**src/rtl/fetch_decode_unit_pkg.sv**
```systemverilog
// Shared definitions for the fetch/decode unit: instruction class codes,
// FSM state encoding and the ALU function type.
package fetch_decode_unit_pkg;

    localparam logic [3:0] CLS_ALUR  = 4'h0;
    localparam logic [3:0] CLS_ALUI  = 4'h8;
    localparam logic [3:0] CLS_CMPR  = 4'h2;
    localparam logic [3:0] CLS_CMPI  = 4'hA;
    localparam logic [3:0] CLS_BCOND = 4'h6;
    localparam logic [3:0] CLS_LD    = 4'h9;
    localparam logic [3:0] CLS_ST    = 4'h5;
    localparam logic [3:0] CLS_JAL   = 4'hB;

    typedef enum logic [1:0] {
        ST_FETCH = 2'd0,
        ST_EXEC  = 2'd1,
        ST_MEM   = 2'd2,
        ST_HALT  = 2'd3
    } state_t;

    // {cmp, op[3:0]} as consumed by the ALU
    typedef logic [4:0] func_t;

    function automatic logic [31:0] sext16(input logic [15:0] v);
        return {{16{v[15]}}, v};
    endfunction

endpackage

```
**src/rtl/fdu_decode.sv**
```systemverilog
// Combinational instruction decoder: maps a latched instruction word to ALU
// controls, register fields and class flags.
module fdu_decode
    import fetch_decode_unit_pkg::*;
(
    input  logic [31:0] iword,
    output func_t       func,
    output logic [31:0] imm,
    output logic [3:0]  rd,
    output logic [3:0]  rs1,
    output logic [3:0]  rs2,
    output logic        alu_src_imm,
    output logic        is_alu,
    output logic        is_bcond,
    output logic        is_ld,
    output logic        is_st,
    output logic        is_jal,
    output logic        is_illegal
);

    assign imm = sext16(iword[23:8]);
    assign rd  = iword[31:28];
    assign rs1 = iword[27:24];
    assign rs2 = iword[23:20];

    always_comb begin
        func        = 5'b00000;
        alu_src_imm = 1'b0;
        is_alu      = 1'b0;
        is_bcond    = 1'b0;
        is_ld       = 1'b0;
        is_st       = 1'b0;
        is_jal      = 1'b0;
        is_illegal  = 1'b0;
        case (iword[3:0])
            CLS_ALUR: begin
                func   = {1'b0, iword[7:4]};
                is_alu = 1'b1;
            end
            CLS_ALUI: begin
                func        = {1'b0, iword[7:4]};
                alu_src_imm = 1'b1;
                is_alu      = 1'b1;
            end
            CLS_CMPR: begin
                func   = {1'b1, iword[7:4]};
                is_alu = 1'b1;
            end
            CLS_CMPI: begin
                func        = {1'b1, iword[7:4]};
                alu_src_imm = 1'b1;
                is_alu      = 1'b1;
            end
            CLS_BCOND: begin
                func     = {1'b1, iword[7:4]};
                is_bcond = 1'b1;
            end
            CLS_LD: begin
                alu_src_imm = 1'b1;
                is_ld       = 1'b1;
            end
            CLS_ST: begin
                alu_src_imm = 1'b1;
                is_st       = 1'b1;
            end
            CLS_JAL: begin
                alu_src_imm = 1'b1;
                is_jal      = 1'b1;
            end
            default: is_illegal = 1'b1;
        endcase
    end

endmodule

```
**src/rtl/fetch_decode_unit.sv**
```systemverilog
// Multi-cycle fetch/decode sequencer: fetches a word, executes it in one
// cycle, optionally waits in MEM for a data access, and owns the PC.
//
// state | meaning
// FETCH | imem request outstanding at pc, waiting for imem_ack
// EXEC  | decoded controls valid, ALU/branch/JAL resolved, pc updated
// MEM   | load/store strobe held until dmem_done
// HALT  | illegal opcode seen, idle until reset
module fetch_decode_unit
    import fetch_decode_unit_pkg::*;
#(
    parameter logic [31:0] RESET_PC = 32'h0000_0000,
    parameter logic [31:0] PC_STEP  = 32'd4
) (
    input  logic        clk,
    input  logic        rst_n,
    output logic        imem_req,
    output logic [31:0] imem_addr,
    input  logic        imem_ack,
    input  logic [31:0] imem_rdata,
    output func_t       func,
    output logic [31:0] imm,
    output logic        alu_src_imm,
    output logic [3:0]  rd,
    output logic [3:0]  rs1,
    output logic [3:0]  rs2,
    output logic        reg_we,
    output logic        mem_re,
    output logic        mem_we,
    input  logic        comp_true,
    input  logic [31:0] alu_result,
    input  logic        dmem_done,
    output logic [31:0] link_pc,
    output logic [31:0] pc,
    output logic        retire,
    output logic        illegal
);

    state_t      state;
    logic [31:0] iword;
    logic [31:0] pc_q;
    logic        illegal_q;

    logic is_alu, is_bcond, is_ld, is_st, is_jal, is_illegal;
    logic [31:0] pc_seq, br_target, jal_target;

    fdu_decode u_decode (
        .iword       (iword),
        .func        (func),
        .imm         (imm),
        .rd          (rd),
        .rs1         (rs1),
        .rs2         (rs2),
        .alu_src_imm (alu_src_imm),
        .is_alu      (is_alu),
        .is_bcond    (is_bcond),
        .is_ld       (is_ld),
        .is_st       (is_st),
        .is_jal      (is_jal),
        .is_illegal  (is_illegal)
    );

    // Branch offset is in words; JAL targets are forced word-aligned.
    assign pc_seq     = pc_q + PC_STEP;
    assign br_target  = pc_seq + (imm << 2);
    assign jal_target = alu_result & ~32'h3;

    always_ff @(posedge clk) begin
        if (!rst_n) begin
            state     <= ST_FETCH;
            pc_q      <= RESET_PC;
            iword     <= 32'h0;
            illegal_q <= 1'b0;
        end else begin
            case (state)
                ST_FETCH: begin
                    if (imem_ack) begin
                        iword <= imem_rdata;
                        state <= ST_EXEC;
                    end
                end
                ST_EXEC: begin
                    if (is_illegal) begin
                        illegal_q <= 1'b1;
                        state     <= ST_HALT;
                    end else if (is_ld || is_st) begin
                        state <= ST_MEM;
                    end else begin
                        state <= ST_FETCH;
                        if (is_bcond)
                            pc_q <= comp_true ? br_target : pc_seq;
                        else if (is_jal)
                            pc_q <= jal_target;
                        else
                            pc_q <= pc_seq;
                    end
                end
                ST_MEM: begin
                    if (dmem_done) begin
                        pc_q  <= pc_seq;
                        state <= ST_FETCH;
                    end
                end
                ST_HALT: state <= ST_HALT;
                default: state <= ST_FETCH;
            endcase
        end
    end

    // Strobes are decoded from registered state; the MEM completion strobes
    // must follow dmem_done in the same cycle.
    always_comb begin
        imem_req = (state == ST_FETCH);
        reg_we   = 1'b0;
        mem_re   = 1'b0;
        mem_we   = 1'b0;
        retire   = 1'b0;
        case (state)
            ST_EXEC: begin
                reg_we = is_alu || is_jal;
                retire = is_alu || is_bcond || is_jal;
            end
            ST_MEM: begin
                mem_re = is_ld;
                mem_we = is_st;
                reg_we = is_ld && dmem_done;
                retire = dmem_done;
            end
            default: ;
        endcase
    end

    assign imem_addr = pc_q;
    assign pc        = pc_q;
    assign link_pc   = pc_seq;
    assign illegal   = illegal_q;

endmodule

```
**config.mk**
```make
export PLATFORM = sky130hd
export DESIGN_NAME = fetch_decode_unit
export DESIGN_NICKNAME = d
export VERILOG_FILES = /design/src/rtl/fetch_decode_unit_pkg.sv /design/src/rtl/fdu_decode.sv /design/src/rtl/fetch_decode_unit.sv
export SDC_FILE = /design/constraint.sdc
export NUM_CORES = 1
export LEC_CHECK = 0
export ABC_AREA = 1
export CAP_MARGIN = 10
export CORE_MARGIN = 2
export CORE_UTILIZATION = 45
export DETAILED_ROUTE_END_ITERATION = 12
export PLACE_DENSITY = 0.73
export SLEW_MARGIN = 40
export SYNTH_ARGS = -nofsm -noshare
export SYNTH_HDL_FRONTEND = slang
export SYNTH_SLANG_ARGS = --single-unit
```
**constraint.sdc**
```tcl
create_clock -name clk -period 3.86 [get_ports clk]
set_input_delay 0.386 -clock clk [delete_from_list [all_inputs] [get_ports clk]]
set_output_delay 0.386 -clock clk [all_outputs]
set_load 0.02 [all_outputs]
```
=== After elaboration in Yosys (flattened, before gate mapping) ===
Cells that the tools add are included.

* Reduce and logical (&&, ||, !) cells: 17
* Muxes and demuxes: 23
* $add $sub $neg: 2
* Eq/ne operators: 14
* Bitwise operators: 1

{| class="wikitable"
|+ Operator list
! cell !! number
|-
| 32-bit two-way mux || 6
|-
| 32-bit case mux with 2 select lines || 1
|-
| 32-bit by 3-bit adder with 32-bit output (second input constant) || 1
|-
| 32-bit adder || 1
|-
| 4-bit equality test (second input constant) || 4
|-
| 5-bit case mux with 2 select lines || 1
|-
| 4-bit by 3-bit equality test with 1-bit output (second input constant) || 2
|-
| 1-bit two-way mux || 8
|-
| 2-bit two-way mux || 4
|-
| 2-bit case mux with 4 select lines || 1
|-
| 8-bit OR reduction || 1
|-
| 2-bit != test (second input constant) || 3
|-
| 2-bit AND reduction || 3
|-
| 5-bit OR reduction || 1
|-
| 2-bit equality test (second input constant) || 2
|-
| 4-bit by 2-bit equality test with 1-bit output (second input constant) || 1
|-
| 4-bit zero test || 1
|-
| 1-bit logical OR || 4
|-
| 1-bit case mux with 2 select lines || 2
|-
| 4-bit AND reduction || 1
|-
| 4-bit OR reduction || 1
|-
| 3-bit OR reduction || 1
|-
| 2-bit by 1-bit equality test with 1-bit output (second input constant) || 1
|-
| 2-bit zero test || 1
|-
| 5 further kinds || 5
|}

* Logic and storage cells: 61
* Output and inout bits: 152
* Bits in registers: 67
* Input port bits: 69

=== Logic depth before layout (Yosys ltp) ===
Gate-level depths: netlist of run 1.

* Depth in word-level cells: 7
* Mapped depth: 26
* Gate-level depth less buffers: 26

=== Modules after synthesis ===
Synthesis of run 1 repeated with hierarchy kept, for this count alone.

* Cell total of the unflattened synthesis: 1,309
* Area, all modules: 7,428.4 um2

{| class="wikitable"
|+ By module, submodules not included
! module !! cells an instance !! area each (um2) !! seq. area each (um2) !! times used
|-
| fetch_decode_unit || 1,232 || 6,947.9 || 1,301.2 || 1
|-
| fdu_decode || 77 || 480.5 || 0.0 || 1
|}

=== Least setup slack after synthesis of run 1 ===
No wires, ideal clock.

* Path type: flip-flop to flip-flop
* Start point: register pc_q[3] (netlist: imem_addr[3])
* End point: register pc_q[20] (netlist: imem_addr[20])
* Data required time: 3,728 ps
* Setup time: 132 ps
* Path buffers: 0
* Setup slack: 715 ps
* Data arrival time: 3,012 ps
* Stages on the path, launching flop included: 21
* Period minus slack after synthesis: 3,145 ps
* Path through: dfxtp_1 -> ha_1 -> nand2_1 -> nor2_1 -> nand2_1 -> nor2_4 -> nand2_1 -> xor2_1 -> inv_1 -> ha_1 -> nand2_1 -> nor2_1 -> inv_1 -> o21ai_0 -> inv_1 -> nand2_1 -> nor2_1 -> o21ai_0 -> nand2_1 -> nand2_1 -> a21oi_1

* Cells in the longest elaborated chain, start to end: 7
* Elaborated cells between the ends (all ways): 9
* Those cells by class: 2 x add/sub; 7 x mux

{| class="wikitable"
|+ RTL lines
! item !! RTL line !! RTL
|-
| start: declaration || fetch_decode_unit.sv:41 || <nowiki>logic [31:0] pc_q;</nowiki>
|-
| start signal: assignment || fetch_decode_unit.sv:91 || <nowiki>pc_q <= comp_true ? br_target : pc_seq;</nowiki>
|-
| start signal: assignment || fetch_decode_unit.sv:93 || <nowiki>pc_q <= jal_target;</nowiki>
|-
| start signal: assignment || fetch_decode_unit.sv:95 || <nowiki>pc_q <= pc_seq;</nowiki>
|-
| 32-bit by 3-bit adder with 32-bit output || fetch_decode_unit.sv:64 || <nowiki>assign pc_seq = pc_q + PC_STEP;</nowiki>
|-
| named net link_pc[16] || fetch_decode_unit.sv:33 || <nowiki>output logic [31:0] link_pc,</nowiki>
|-
| 32-bit adder || fetch_decode_unit.sv:65 || <nowiki>assign br_target = pc_seq + (imm << 2);</nowiki>
|-
| 32-bit two-way mux || fetch_decode_unit.sv:91 ||
|-
| 32-bit two-way mux || fetch_decode_unit.sv:90 || <nowiki>if (is_bcond)</nowiki>
|-
| 32-bit two-way mux || fetch_decode_unit.sv:86 || <nowiki>end else if (is_ld || is_st) begin</nowiki>
|-
| 32-bit two-way mux || fetch_decode_unit.sv:83 || <nowiki>if (is_illegal) begin</nowiki>
|-
| 32-bit case mux with 2 select lines || fetch_decode_unit.sv:75 || <nowiki>case (state)</nowiki>
|}

The timed path passes the listed nets, and every way through them passes these cells. The select of a mux whose other input is x is not followed.
A chain may end at the register's enable or synchronous reset.

=== Final worst setup path of run 1 ===
* Start point: register pc_q[9] (netlist: imem_addr[9])
* End point: register pc_q[30] (netlist: imem_addr[30])

* Cells in the longest elaborated chain, start to end: 7
* Elaborated cells between the ends (all ways): 9
* Those cells by class: 2 x add/sub; 7 x mux

{| class="wikitable"
|+ RTL lines
! item !! RTL line
|-
| 32-bit by 3-bit adder with 32-bit output * || fetch_decode_unit.sv:64
|-
| 32-bit adder || fetch_decode_unit.sv:65
|-
| 32-bit two-way mux || fetch_decode_unit.sv:91
|-
| 32-bit two-way mux || fetch_decode_unit.sv:90
|-
| 32-bit two-way mux || fetch_decode_unit.sv:86
|-
| 32-bit two-way mux || fetch_decode_unit.sv:83
|-
| 32-bit case mux with 2 select lines * || fetch_decode_unit.sv:75
|}

Every way passes the cells marked *; elsewhere a longest branch is shown, timed or not. The select of a mux whose other input is x is not followed.

==> impl_metrics.csv, run 1 <==
group,metric,value,unit
sta,clock.fmax,280,MHz
pwr,clkPwrFrac,0.325,
synth,syn_area,7190,um^2
worst_setup_path,slowest_delay,470,ps
floorplan,core-area,15800,um^2
worst_setup_path,critPathLaunchType,"flop",
sta,finalHoldViolCount,0,
cells_and_area,layout-drive-gt1-share,0.0458,
cells_and_area,multi_input_area,4540,um^2
placement,gp_congestion,0.923,
synth,ys_ff_latch,65,
cells_and_area,fillerInstances,1599,
outcome,status,"completed",
synth,synth_flop_cell,"dfxtp_1",
drt,wl_per_cell,14.8,um
synth,yosysSeqAreaShare,0.181,
pwr,p_int,1.64,mW
sta,tightest_slew,761,ps
worst_setup_path,critPathKind,"reg -> reg",
cells_and_area,final_cells,1613,
drt,final_antenna_net_count,0,
synth,synthTopCellsByArea,"nand2_1 (19%), dfxtp_1 (18%), buf_4 (8.5%)",
drt,first_pass_iters,5,
global_route,grt.busiest_layer,"met2",
global_route,track_usage,0.281,
sta,clock_skew,8.56,ps
pwr,swShare,0.363,
floorplan,rows,46,
clock_tree,cts_max_path_buffers,2,
synth,yosys.cell_types.count,40,
sta,holdWs,453,ps
worst_setup_path,cp_cell_sequence,"nand2_1, nor2_1, nand4_1, nor2_1, xnor2_1, inv_1, ha_1, nand2_1, nor2_1, nand3_1, nand3b_1, nand2_1, nand3_1, nand3_1, nand2_1, nand2_1, nand2_1, a21oi_1",
synth,ys_warn_count,0,
worst_setup_path,worst_setup_path_end_kind,"flop",
floorplan,io_pins,221,
worst_setup_path,required,4060,ps
drt,drcViolationCount,0,
cells_and_area,regArea,1300,um^2
synth,yosys.area.top_type,"nand2_1",
sta,period_needed,3570,ps
placement,post-place-cells,1597,
worst_setup_path,cp_max_fo,6,
clock_tree,post_cts_buffers,0,
worst_setup_path,slowest_stage,"dfxtp_1",
drt,vias_per_cell,5.11,
floorplan,die_h,130,um
drt,drtIter0Drc,650,
sta,period_share,0.926,
cells_and_area,layout_commonest_cell,"nand2_1",
global_route,gr-usage-met1,0.341,
synth,async_flop_share,0,
placement,io_buffer_count,212,
hold_path,holdCritStartpoint,"iword[4]",
cells_and_area,finish.utilization,0.592,
clock_tree,clk_pin_slew,60,ps
clock_tree,cts_inserted_buffers,9,
sta,timing.slew.headroom,0.492,
cells_and_area,layout.nets,1502,
sta,slew_viol_final,0,
placement,post-dp-hpwl,18600,um
synth,synth_edf_count,0,
clock_tree,cts.sinks,65,
pwr,seqPwrFrac,0.306,
cells_and_area,mostFrequentLayoutCells,"nand2_1 (372), clkdlybuf4s50_1 (212), inv_1 (154)",
floorplan,fp.dieArea,17000,um^2
clock_tree,hold_buffers,0,
pwr,ir_worst_vdd,0.295,mV
clock_tree,htreeDepth,3,
worst_setup_path,crit_start,"imem_addr[9]",
sta,setup_violations,0,
clock_tree,cts_tree,"yes",
synth,syn_inst,1256,
drt,num_vias,8250,
worst_setup_path,worst-endpoint-arrival,3770,ps
cells_and_area,area_growth,29.8,%
worst_setup_path,crit_path_frequent_cell,"nand2_1",
pwr,p_sw,935,uW
cells_and_area,n_antenna_cell,0,
clock_tree,cts.repair.resized,0,
placement,dp_slack,378,ps
floorplan,start_util,0.456,
global_route,grt_pass1_wl,37400,um
hold_path,min_path_type,"reg -> reg",
sta,setup_ws,286,ps
pwr,p_comb_frac,0.369,
pwr,leakage,4.42,nW
floorplan,die_x,130,um
pwr,finalPower,2.57,mW
pwr,p_per_area,276,nW/um^2
global_route,gr-total-overflow,0,
clock_tree,clk_latency,340,ps
drt,routed_wl,23900,um
job,drv_cap,0,
worst_setup_path,r2r_start,"imem_addr[9]",
global_route,grt_max_degree,48,
global_route,grt_util_met3,0.0656,
global_route,grt_antenna_before_repair,0,
synth,avgSynthCellArea,5.72,um^2
clock_tree,root_buffer,"clkbuf_16",
global_route,grt_pass1_vias,7553,
synth,yosysTopAreaCellShare,0.194,
global_route,globalRouteMet2Util,0.477,
==> synth_stat cells, types with 3 or more instances <==
cell type	n
and2_1	4
o21bai_1	12
buf_1	3
buf_2	4
xor2_1	14
nand4_1	13
inv_1	155
nand3_1	73
inv_2	5
a21oi_1	109
xnor2_1	8
nor2_1	138
a21o_1	3
nor3_1	8
nand2_2	4
nand2_1	372
o21ai_0	71
nand3b_1	3
or2_2	3
buf_4	81
dfxtp_1	65
ha_1	40
o211ai_1	17
clkbuf_1	27
==> worst max-delay path: cells and delay by family (launching register included) <==
kind	cells	cell delay (ps)
buffers and inverters	1	190
DFF	1	470
xor gates and xnor gates	1	230
and+or+nand+nor	14	2130
AOI/OAI and AO/OA	1	60
adders and majority gates	1	340
==> metal layers <==
layer  up-vias  routed length (um)
li1       4196                   -
met1      3616                9920
met2       373               10800
met3        65                2120
met4         0                 981
met5         -                   0
==> power by group through the flow <==
| stage | Clock (mW) | Combinational, mW | Sequential [mW] |
|---|---|---|---|
| 2_1_floorplan | 0 | 0.630 | 0.803 |
| 3_3_place_gp | 0 | 0.939 | 0.799 |
| 3_5_place_dp | 0 | 0.944 | 0.801 |
| 4_1_cts | 0.846 | 0.949 | 0.787 |
| 5_1_grt | 0.878 | 1.04 | 0.797 |
| 6_report | 0.836 | 0.950 | 0.788 |
==> flip-flops by register name, summed over array words and instances (netlist names) <==
name       flops
illegal        1
imem_addr     30
iword         32
state          2
==> kinds of logic (layout without fill, tap and decap cells) <==
logic type,Yosys count,after routing,synth area share
AOI/OAI and AO/OA,223,223,0.170
xor gates and xnor gates,23,23,0.0291
adders and majority gates,41,41,0.0724
buffers and inverters,279,415,0.191
DFF,65,65,0.181
other,1,6,0.000522
and+or+nand+nor,624,624,0.356
==> metrics by stage <==
| step | TNS, ps | instance area (um^2) |
|---|---|---|
| 2_1_floorplan | 0 | 7210 |
| 3_3_place_gp | 0 | 9020 |
| 3_5_place_dp | 0 | 9020 |
| 4_1_cts | 0 | 9320 |
| 5_1_grt | -32.8 | 9330 |
| 6_report | 0 | 9330 |
==> cell type report <==
cell class	instances	area share
Sequential cell	65	0.140
Inverter	162	0.0652
Multi-Input combinational cell	917	0.487
Timing Repair Buffer	237	0.247
Tap cell	216	0.0290
Clock inverter	5	0.00590
Clock buffer	11	0.0260
==> path summary, 6_finish.rpt <==
path	to	slack [ps]	depth (start not counted)
max	imem_addr[30]	290	18
min	iword[4]	450	2
max reg2reg	imem_addr[30]	290	18
min reg2reg	iword[4]	450	2
(Power assumes the default switching activity.)
==> run 2, diff against run 1 <==
--- a/config.mk
+++ b/config.mk
@@ -9,6 +9,7 @@
 export CAP_MARGIN = 10
 export CORE_MARGIN = 2
 export CORE_UTILIZATION = 45
+export CTS_CLUSTER_DIAMETER = 60
 export DETAILED_ROUTE_END_ITERATION = 12
 export PLACE_DENSITY = 0.73
 export SLEW_MARGIN = 40
==> results of run 2 <==
Same layout as run 1: the final DEF is identical, and so are final timing and power.
